**src/rtl/dcache_assoc.sv**
```systemverilog
// rtl/dcache_assoc.sv - 2-way set-associative data cache; write-through by default, write-back when DCACHE_WRITE_BACK_EN is defined
module dcache_assoc #(
    parameter int SETS = 4,
    parameter int WAYS = 2
) (
    input  logic         clk,
    input  logic         proc_reset,
    input  logic         proc_read,
    input  logic         proc_write,
    input  logic [29:0]  proc_addr,
    input  logic [31:0]  proc_wdata,
    output logic         proc_stall,
    output logic [31:0]  proc_rdata,
    output logic         mem_read,
    output logic         mem_write,
    output logic [27:0]  mem_addr,
    output logic [127:0] mem_wdata,
    input  logic [127:0] mem_rdata,
    input  logic         mem_ready
);
    localparam int IDX_W = $clog2(SETS);
    localparam int TAG_W = 28 - IDX_W;

    if (WAYS != 2) begin : g_bad_ways
        $error("dcache_assoc: WAYS must be 2");
    end
    if (SETS < 2 || SETS > 256 || (SETS & (SETS - 1)) != 0) begin : g_bad_sets
        $error("dcache_assoc: SETS must be a power of two in 2..256");
    end

    typedef enum logic [1:0] {IDLE, WRITEBACK, ALLOCATE, WRITETHRU} state_t;

    state_t           state_q, state_d;
    logic             way_q, way_d;
    logic [127:0]     data_q  [2][SETS];
    logic [TAG_W-1:0] tag_q   [2][SETS];
    logic [SETS-1:0]  valid_q [2];
    logic [SETS-1:0]  lru_q;
`ifdef DCACHE_WRITE_BACK_EN
    logic [SETS-1:0]  dirty_q [2];
    logic             line_dirty;
`endif

    logic [IDX_W-1:0] idx;
    logic [TAG_W-1:0] tag;
    logic [1:0]       word;
    logic [1:0]       hit_w;
    logic             hit, hit_way, victim;
    logic             line_we, fill_en, touch, line_way;
    logic [127:0]     line_wdata;

    function automatic logic [31:0] pick_word(input logic [127:0] line, input logic [1:0] w);
        pick_word = line[{w, 5'd0} +: 32];
    endfunction

    function automatic logic [127:0] merge_word(input logic [127:0] line, input logic [1:0] w,
                                                input logic [31:0] d);
        merge_word = line;
        merge_word[{w, 5'd0} +: 32] = d;
    endfunction

    assign idx  = proc_addr[IDX_W+1:2];
    assign tag  = proc_addr[29:IDX_W+2];
    assign word = proc_addr[1:0];

    assign hit_w[0] = valid_q[0][idx] && (tag_q[0][idx] == tag);
    assign hit_w[1] = valid_q[1][idx] && (tag_q[1][idx] == tag);
    assign hit      = |hit_w;
    assign hit_way  = hit_w[1];
    // Fill empty ways first (way 0 before way 1); only a full set consults LRU.
    assign victim   = !valid_q[0][idx] ? 1'b0 : (!valid_q[1][idx] ? 1'b1 : lru_q[idx]);

    always_comb begin
        state_d    = state_q;
        way_d      = way_q;
        proc_stall = 1'b0;
        proc_rdata = '0;
        mem_read   = 1'b0;
        mem_write  = 1'b0;
        mem_addr   = '0;
        mem_wdata  = '0;
        line_we    = 1'b0;
        fill_en    = 1'b0;
        touch      = 1'b0;
        line_way   = way_q;
        line_wdata = mem_rdata;
`ifdef DCACHE_WRITE_BACK_EN
        line_dirty = 1'b0;
`endif
        case (state_q)
            IDLE: begin
                if (proc_read || proc_write) begin
                    if (hit) begin
                        touch    = 1'b1;
                        line_way = hit_way;
                        way_d    = hit_way;
                        if (proc_write) begin
                            line_we    = 1'b1;
                            line_wdata = merge_word(data_q[hit_way][idx], word, proc_wdata);
`ifdef DCACHE_WRITE_BACK_EN
                            line_dirty = 1'b1;
`else
                            proc_stall = 1'b1;
                            state_d    = WRITETHRU;
`endif
                        end else begin
                            proc_rdata = pick_word(data_q[hit_way][idx], word);
                        end
                    end else begin
                        proc_stall = 1'b1;
                        way_d      = victim;
`ifdef DCACHE_WRITE_BACK_EN
                        if (valid_q[victim][idx] && dirty_q[victim][idx]) state_d = WRITEBACK;
                        else state_d = ALLOCATE;
`else
                        state_d = ALLOCATE;
`endif
                    end
                end
            end
            WRITEBACK: begin
                proc_stall = 1'b1;
                mem_write  = 1'b1;
                mem_addr   = {tag_q[way_q][idx], idx};
                mem_wdata  = data_q[way_q][idx];
                if (mem_ready) state_d = ALLOCATE;
            end
            ALLOCATE: begin
                proc_stall = 1'b1;
                mem_read   = 1'b1;
                mem_addr   = proc_addr[29:2];
                if (mem_ready) begin
                    line_we = 1'b1;
                    fill_en = 1'b1;
                    touch   = 1'b1;
                    if (proc_write) begin
                        line_wdata = merge_word(mem_rdata, word, proc_wdata);
`ifdef DCACHE_WRITE_BACK_EN
                        line_dirty = 1'b1;
                        proc_stall = 1'b0;
                        state_d    = IDLE;
`else
                        state_d    = WRITETHRU;
`endif
                    end else begin
                        proc_stall = 1'b0;
                        proc_rdata = pick_word(mem_rdata, word);
                        state_d    = IDLE;
                    end
                end
            end
            WRITETHRU: begin
                // The cached line already holds the merged word; push the whole line out.
                proc_stall = 1'b1;
                mem_write  = 1'b1;
                mem_addr   = proc_addr[29:2];
                mem_wdata  = data_q[way_q][idx];
                if (mem_ready) begin
                    proc_stall = 1'b0;
                    state_d    = IDLE;
                end
            end
            default: state_d = IDLE;
        endcase
    end

    always_ff @(posedge clk) begin
        if (proc_reset) begin
            state_q <= IDLE;
            way_q   <= 1'b0;
            lru_q   <= '0;
            for (int w = 0; w < 2; w++) begin
                valid_q[w] <= '0;
`ifdef DCACHE_WRITE_BACK_EN
                dirty_q[w] <= '0;
`endif
                for (int s = 0; s < SETS; s++) begin
                    data_q[w][s] <= '0;
                    tag_q[w][s]  <= '0;
                end
            end
        end else begin
            state_q <= state_d;
            way_q   <= way_d;
            if (line_we) data_q[line_way][idx] <= line_wdata;
            if (fill_en) begin
                tag_q[line_way][idx]   <= tag;
                valid_q[line_way][idx] <= 1'b1;
            end
            if (touch) lru_q[idx] <= ~line_way;
`ifdef DCACHE_WRITE_BACK_EN
            if (line_we) dirty_q[line_way][idx] <= line_dirty;
`endif
        end
    end
endmodule

```
**config.mk**
```make
export PLATFORM = sky130hd
export DESIGN_NAME = dcache_assoc
export DESIGN_NICKNAME = d
export VERILOG_FILES = /design/src/rtl/dcache_assoc.sv
export SDC_FILE = /design/constraint.sdc
export NUM_CORES = 2
export LEC_CHECK = 0
export CORE_MARGIN = 10
export CORE_UTILIZATION = 57
export DETAILED_ROUTE_END_ITERATION = 6
export PLACE_DENSITY_LB_ADDON = 0.05
export SLEW_MARGIN = 25
export SYNTH_ARGS = -nofsm -noshare
export SYNTH_HDL_FRONTEND = slang
export SYNTH_SLANG_ARGS = --single-unit
```
**constraint.sdc**
```tcl
create_clock -name clk -period 8.18 [get_ports clk]
set_input_delay 1.227 -clock clk [delete_from_list [all_inputs] [get_ports clk]]
set_output_delay 1.227 -clock clk [all_outputs]
set_load 0.05 [all_outputs]
```
# After elaboration in Yosys (flattened, before gate mapping)
# Memory sizes are Yosys's and may differ from the RTL's. A register that Yosys moved wholly into a read port is not among the register bits.
# Cells that the tools add are included.
word_totals:
  output_inout_bits: 191
  ram_bits: 1240
  regBits: 7
  elab_cells: 137
  mem_count: 3
op_classes:
  add_sub_neg: 1
  bitwise_logic: 2
  n_reduce_logical: 14
  eq_ne: 10
  n_lt_le_gt_ge: 4
  shift: 4
  mux: 96
memory_table:
  columns: ["name", "words", "width", "rd", "rd_clocked_by_memory_dff", "write_ports", "line", "text"]
  rows:
  - ["data_q", 2, 512, 2, 1, 2, "35", "logic [127:0] data_q [2][SETS];"]
  - ["tag_q", 2, 104, 3, 1, 2, "36", "logic [TAG_W-1:0] tag_q [2][SETS];"]
  - ["valid_q", 2, 4, 2, 0, 2, "37", "logic [SETS-1:0] valid_q [2];"]
op_table:
  columns: ["op", "count"]
  rows:
  - ["512-bit two-way mux", 3]
  - ["128-bit two-way mux", 11]
  - ["128-bit binary-select mux with 2-bit select", 2]
  - ["512-bit OR reduction", 1]
  - ["104-bit two-way mux", 3]
  - ["128-bit bitwise mux", 2]
  - ["128-bit demux with 2-bit select", 1]
  - ["128-bit case mux with 2 select lines", 1]
  - ["128-bit by 8-bit indexed part select with 32-bit output", 2]
  - ["26-bit two-way mux", 7]
  - ["32-bit two-way mux", 5]
  - ["26-bit binary-select mux with 2-bit select", 3]
  - ["32-bit by 9-bit variable shift with 128-bit output (first input constant)", 1]
  - ["32-bit by 9-bit indexed part select with 128-bit output", 1]
  - ["104-bit OR reduction", 1]
  - ["32-bit case mux with 2 select lines", 1]
  - ["28-bit case mux with 2 select lines", 1]
  - ["26-bit demux with 2-bit select", 1]
  - ["26-bit equality test", 2]
  - ["1-bit two-way mux", 36]
  - ["2-bit two-way mux", 7]
  - ["4-bit two-way mux", 3]
  - ["7-bit negation with 9-bit output", 1]
  - ["2-bit != test (second input constant)", 4]
  - ["other kinds (22)", 31]

# Depth between registers and ports, before layout
# An unclocked memory read counts as a cell.
depth:
  depth_word: 16
  mapped_depth: 17

# Least setup slack after synthesis
# OpenSTA, ideal clock, no wires.
synth_path:
  path_kind: "input port to flip-flop"
  from: "in proc_addr[2]"
  to: "mem data_q[1][384] (netlist bit) (enable)"
  cell_stages: 14
  arrival_time_ns: 6.968
  setup_time_ns: 0.491
  path_buffers: 5
  setup_slack_ns: 0.721
  path_cell_list: "buf_4 buf_4 buf_2 mux4_2 xnor2_1 nand3_1 nor3_1 nand2_1 a21boi_2 a31oi_1 or3_4 buf_2 buf_2 nand2_1"
synth_lines:
  columns: ["item", "line", "text"]
  rows:
  - ["start, declared", "10", "input logic [29:0] proc_addr,"]
  - ["end, declared", "35", null]

# Final worst setup path
layout_path:
  from: "in proc_addr[2]"
  to: "out proc_rdata[10]"
layout_between:
  elab_chain_cells: 15
layout_lines:
  columns: ["item", "line", "text"]
  rows:
  - ["2-bit inverter with 3-bit output (not written as such)", "66, 67, 107", null]
  - ["26-bit binary-select mux with 2-bit select", "67", "assign hit_w[1] = valid_q[1][idx] && (tag_q[1][idx] == tag);"]
  - ["26-bit two-way mux (not written as such) (2 in a row)", "67", null]
  - ["26-bit equality test", "67", null]
  - ["1-bit logical AND", "67", null]
  - ["memory read 2 x 512 bit", null, null]
  - ["128-bit binary-select mux with 2-bit select", "107", "proc_rdata = pick_word(data_q[hit_way][idx], word);"]
  - ["128-bit two-way mux (not written as such) (2 in a row)", "107", null]
  - ["128-bit by 8-bit indexed part select with 32-bit output", "53", "pick_word = line[{w, 5'd0} +: 32];"]
  - ["32-bit two-way mux", "97", "if (proc_write) begin"]
  - ["32-bit two-way mux *", "93", "if (hit) begin"]
  - ["32-bit two-way mux *", "92", "if (proc_read || proc_write) begin"]
  - ["32-bit case mux with 2 select lines *", "90", "case (state_q)"]
  - ["end, declared", "13", "output logic [31:0] proc_rdata,"]
# Mark *: on every way between the ends. The rest lies on a longest branch, timed or not. The select of a mux whose other input is x is not followed.

==> out/results.ini <==
[outcome]
status=finished, violations left
violations=design-rule violations

[synth]
synth_nets=5062
synth_cell_types=69
synthesis.instances=4862
synth_most_common_cell=edfxtp_1
yosysTopAreaCell=edfxtp_1
synthAdderAreaFrac_pct=0.0920
netlist_top_cells_area=edfxtp_1 54%, mux4_2 19%, nor3_1 3.7%, mux2i_1 3.5%, clkbuf_1 1.9%
synth_top_area_share_pct=54.4
ys_warn_count=0
synth_commonest_cells=1232 x edfxtp_1, 572 x mux4_2, 507 x nor3_1, 340 x clkbuf_1, 334 x nor2_1
synthMuxAreaShare_pct=23.1
synth.avg_cell_area_um2=14.0
synth_edf_count=1232
yosys.area_share.simple_pct=12.9
ys_seq_area_share_pct=54.9
ys_async_sr_fraction_pct=0
syn_area_mm2=0.0680
synth_top_family_by_area=multiplexers
synthXorXnorAreaFrac_pct=0.696
synth_top_flop_cell=edfxtp_1
ys_ff_latch=1248
synth_compound_area_share_pct=5.61

[clock_tree]
cts_setup_buffers=0
numCtsBuffers=136
clockRootBuffer=clkbuf_16
cts_hold_buf=0
htree_levels=4
clock-sinks=1248
clkTransAtPathRegs_ns=0.06
cts_tree=yes
clkLatencyLatePin_ns=0.79
cts_resized=0
cts_buffer_depth=3

[critical_path]
crit_path_end_kind=output pin
r2r_cells=11
r2r_end=data_q[1][422]
r2r_slack_ns=2.64
cp-start-kind=input port
required_ns=6.95
rr_startpoint=tag_q[1][14]
crit_type=input port to output pin
crit_fanout=71
arrival_ns=6.32

[sta]
finalSetupTns_ns=0
rsz0062_at_grt=no
min_period_over_period_pct=92.2
worst_slew_pin_slew_ns=1.17
fin_crit_ns=7.54
skew_ns=0.0282
slew_headroom_pct=21.1
fmax_mhz=133
drv_slew=0
finalHoldViolCount=0
finalSetupViolCount=0

[floorplan]
io_pins=386
core-area_mm2=0.118
die_x_um=365
die_h_um=365
dieArea_mm2=0.133
start_util_pct=57.5
fp-row-count=126

[power_and_ir_drop]
combPwrFrac_pct=14.7
p_sw_share_pct=26.1
powerDensity_mw_per_mm2=204
clockPowerShare_pct=38.2
peakVddDrop_v=0.000238
p_sw_w=0.00416
seq_power_share_pct=47.0
intPower_w=0.0118
power_w=0.0159
cellLeakagePower_nw=27.3

[grt]
grt_pass1_wl_um=358000
antenna_found_initial=30
grt_usage_pct=37.9
grt_max_degree=174
grt_pass1_vias=48700
overflow=0

[placed_design]
hpwl_um=159000
place_congestion=0.932
io_buffers=385

[drt]
drt_iter0_drc=7586
via_count=49600
wirelength_um=255000
post_drt_wl_per_cell_um=38.2
ant_nets=0
viasPerCell=7.43
first_pass_iters=7
drc=7

[run]
max_cap_viol_count=0

[layout]
fin_nets=5247
drive_above_1_share_pct=21.5
n_fill_cell=8306
area_delta_synth_final_pct=14.6

[min_path]
whs_path_depth=1
hold_class=register to register
hold_path_end=valid_q[0][3]
worstHoldStart=valid_q[0][3]

placed cells by master (no fill, tap or decap), types with 7 or more instances in the layout:
cell and count:
a211o_1 8, a211oi_1 24, a211oi_2 20, a21oi_1 100, a221oi_1 29, a22o_1 29, a2bb2oi_1 29, a31oi_1 10
and2_1 154, and3_1 81, buf_12 48, buf_4 99, bufinv_16 12, clkbuf_1 28, clkbuf_16 143, clkdlybuf4s50_1 349
clkinv_1 28, clkinv_2 18, dfxtp_1 13, edfxtp_1 1232, inv_1 9, mux2_2 42, mux2i_1 236, mux4_2 572
nand2_1 310, nand2b_1 30, nand3_1 16, nand4_1 17, nor2_1 330, nor2b_1 130, nor3_1 506, nor3_2 82
o2111ai_1 7, o211ai_1 58, o21a_1 26, o21ai_0 59, o221ai_1 11, o22ai_1 71, xnor2_1 52
worst max-delay path, stage by stage:
cell and delay [ns]:
buf_8 0.56, mux4_2 0.63, xnor2_1 0.27, nand4_1 0.18, nor4_2 0.43, and4_4 0.39
a21oi_1 0.14, nor3_2 0.19, buf_4 0.53, o211ai_1 0.39, o21ai_0 1.02, buf_12 0.23
area by class of cell:
class / instances / area, µm² / area share, %
Antenna cell: 6 / 15.0 / 0.0193
Clock buffer: 171 / 3680 / 4.73
Clock inverter: 62 / 589 / 0.756
Inverter: 11 / 48.8 / 0.0626
Multi-Input combinational cell: 3147 / 29000 / 37.2
Sequential cell: 1248 / 37300 / 47.9
Tap cell: 1536 / 1920 / 2.47
Timing Repair Buffer: 503 / 5310 / 6.82
layer usage:
| metal | vias to the layer above | GRT usage, % | part of all wire [%] |
|---|---|---|---|
| li1 | 19700 | - | - |
| met1 | 24800 | 48.9 | 34 |
| met2 | 4235 | 55.1 | 43 |
| met3 | 873 | 14.6 | 16 |
| met4 | 42 | 20.9 | 6.6 |
| met5 | - | 0 | 0.11 |
how the worst max path moves through the flow:
stage | start | endpoint | cells past startpoint
after CTS | proc_addr[2] | proc_rdata[10] | 12
final | proc_addr[2] | proc_rdata[10] | 12
after global placement | proc_addr[2] | proc_rdata[8] | 12
after floorplan | proc_addr[2] | data_q[1][384] | 14
after global routing | proc_addr[2] | proc_rdata[10] | 12
after detailed placement | proc_addr[2] | proc_rdata[10] | 12
sequential cells by signal (all words and copies together), names as in the netlist, named ones only:
name / count
tag_q: 208
lru_q: 4
way_q: 1
state_q: 2
valid_q: 8
data_q: 1024
cell families (layout without fill, tap and decap cells):
group	Yosys count	count (layout)
other	0	6
xor gates and xnor gates	54	54
DFF	1248	1248
AOI/OAI and AO/OA	533	533
muxes	850	850
and+or+nand+nor	1705	1705
adders and majority gates	5	5
buffers and inverters	467	747
power by group through the flow:
stage               Sequential [W]  Combinational, W  Clock [W]
detailed placement         0.00761           0.00228          0
finish                     0.00749           0.00234    0.00608
floorplan                  0.00757           0.00142          0
global placement           0.00761           0.00226          0
CTS                        0.00748           0.00229    0.00608
global route               0.00751           0.00241    0.00634
metrics by stage:
| stage | cells | utilization, % | instance area [µm²] | hold slack, ns | worst slack, ns |
|---|---|---|---|---|---|
| after global routing | 6681 | 65.9 | 77900 | 0.477 | 0.555 |
| after global placement | 6441 | 62.2 | 73500 | 0.432 | 0.848 |
| final | 6684 | 65.9 | 77900 | 0.456 | 0.635 |
| after floorplan | 4862 | - | 68000 | 0.425 | 0.721 |
| after detailed placement | 6444 | 62.2 | 73600 | 0.441 | 0.916 |
| after CTS | 6677 | 65.9 | 77900 | 0.454 | 0.860 |
Power figures use the tool's default switching activity.
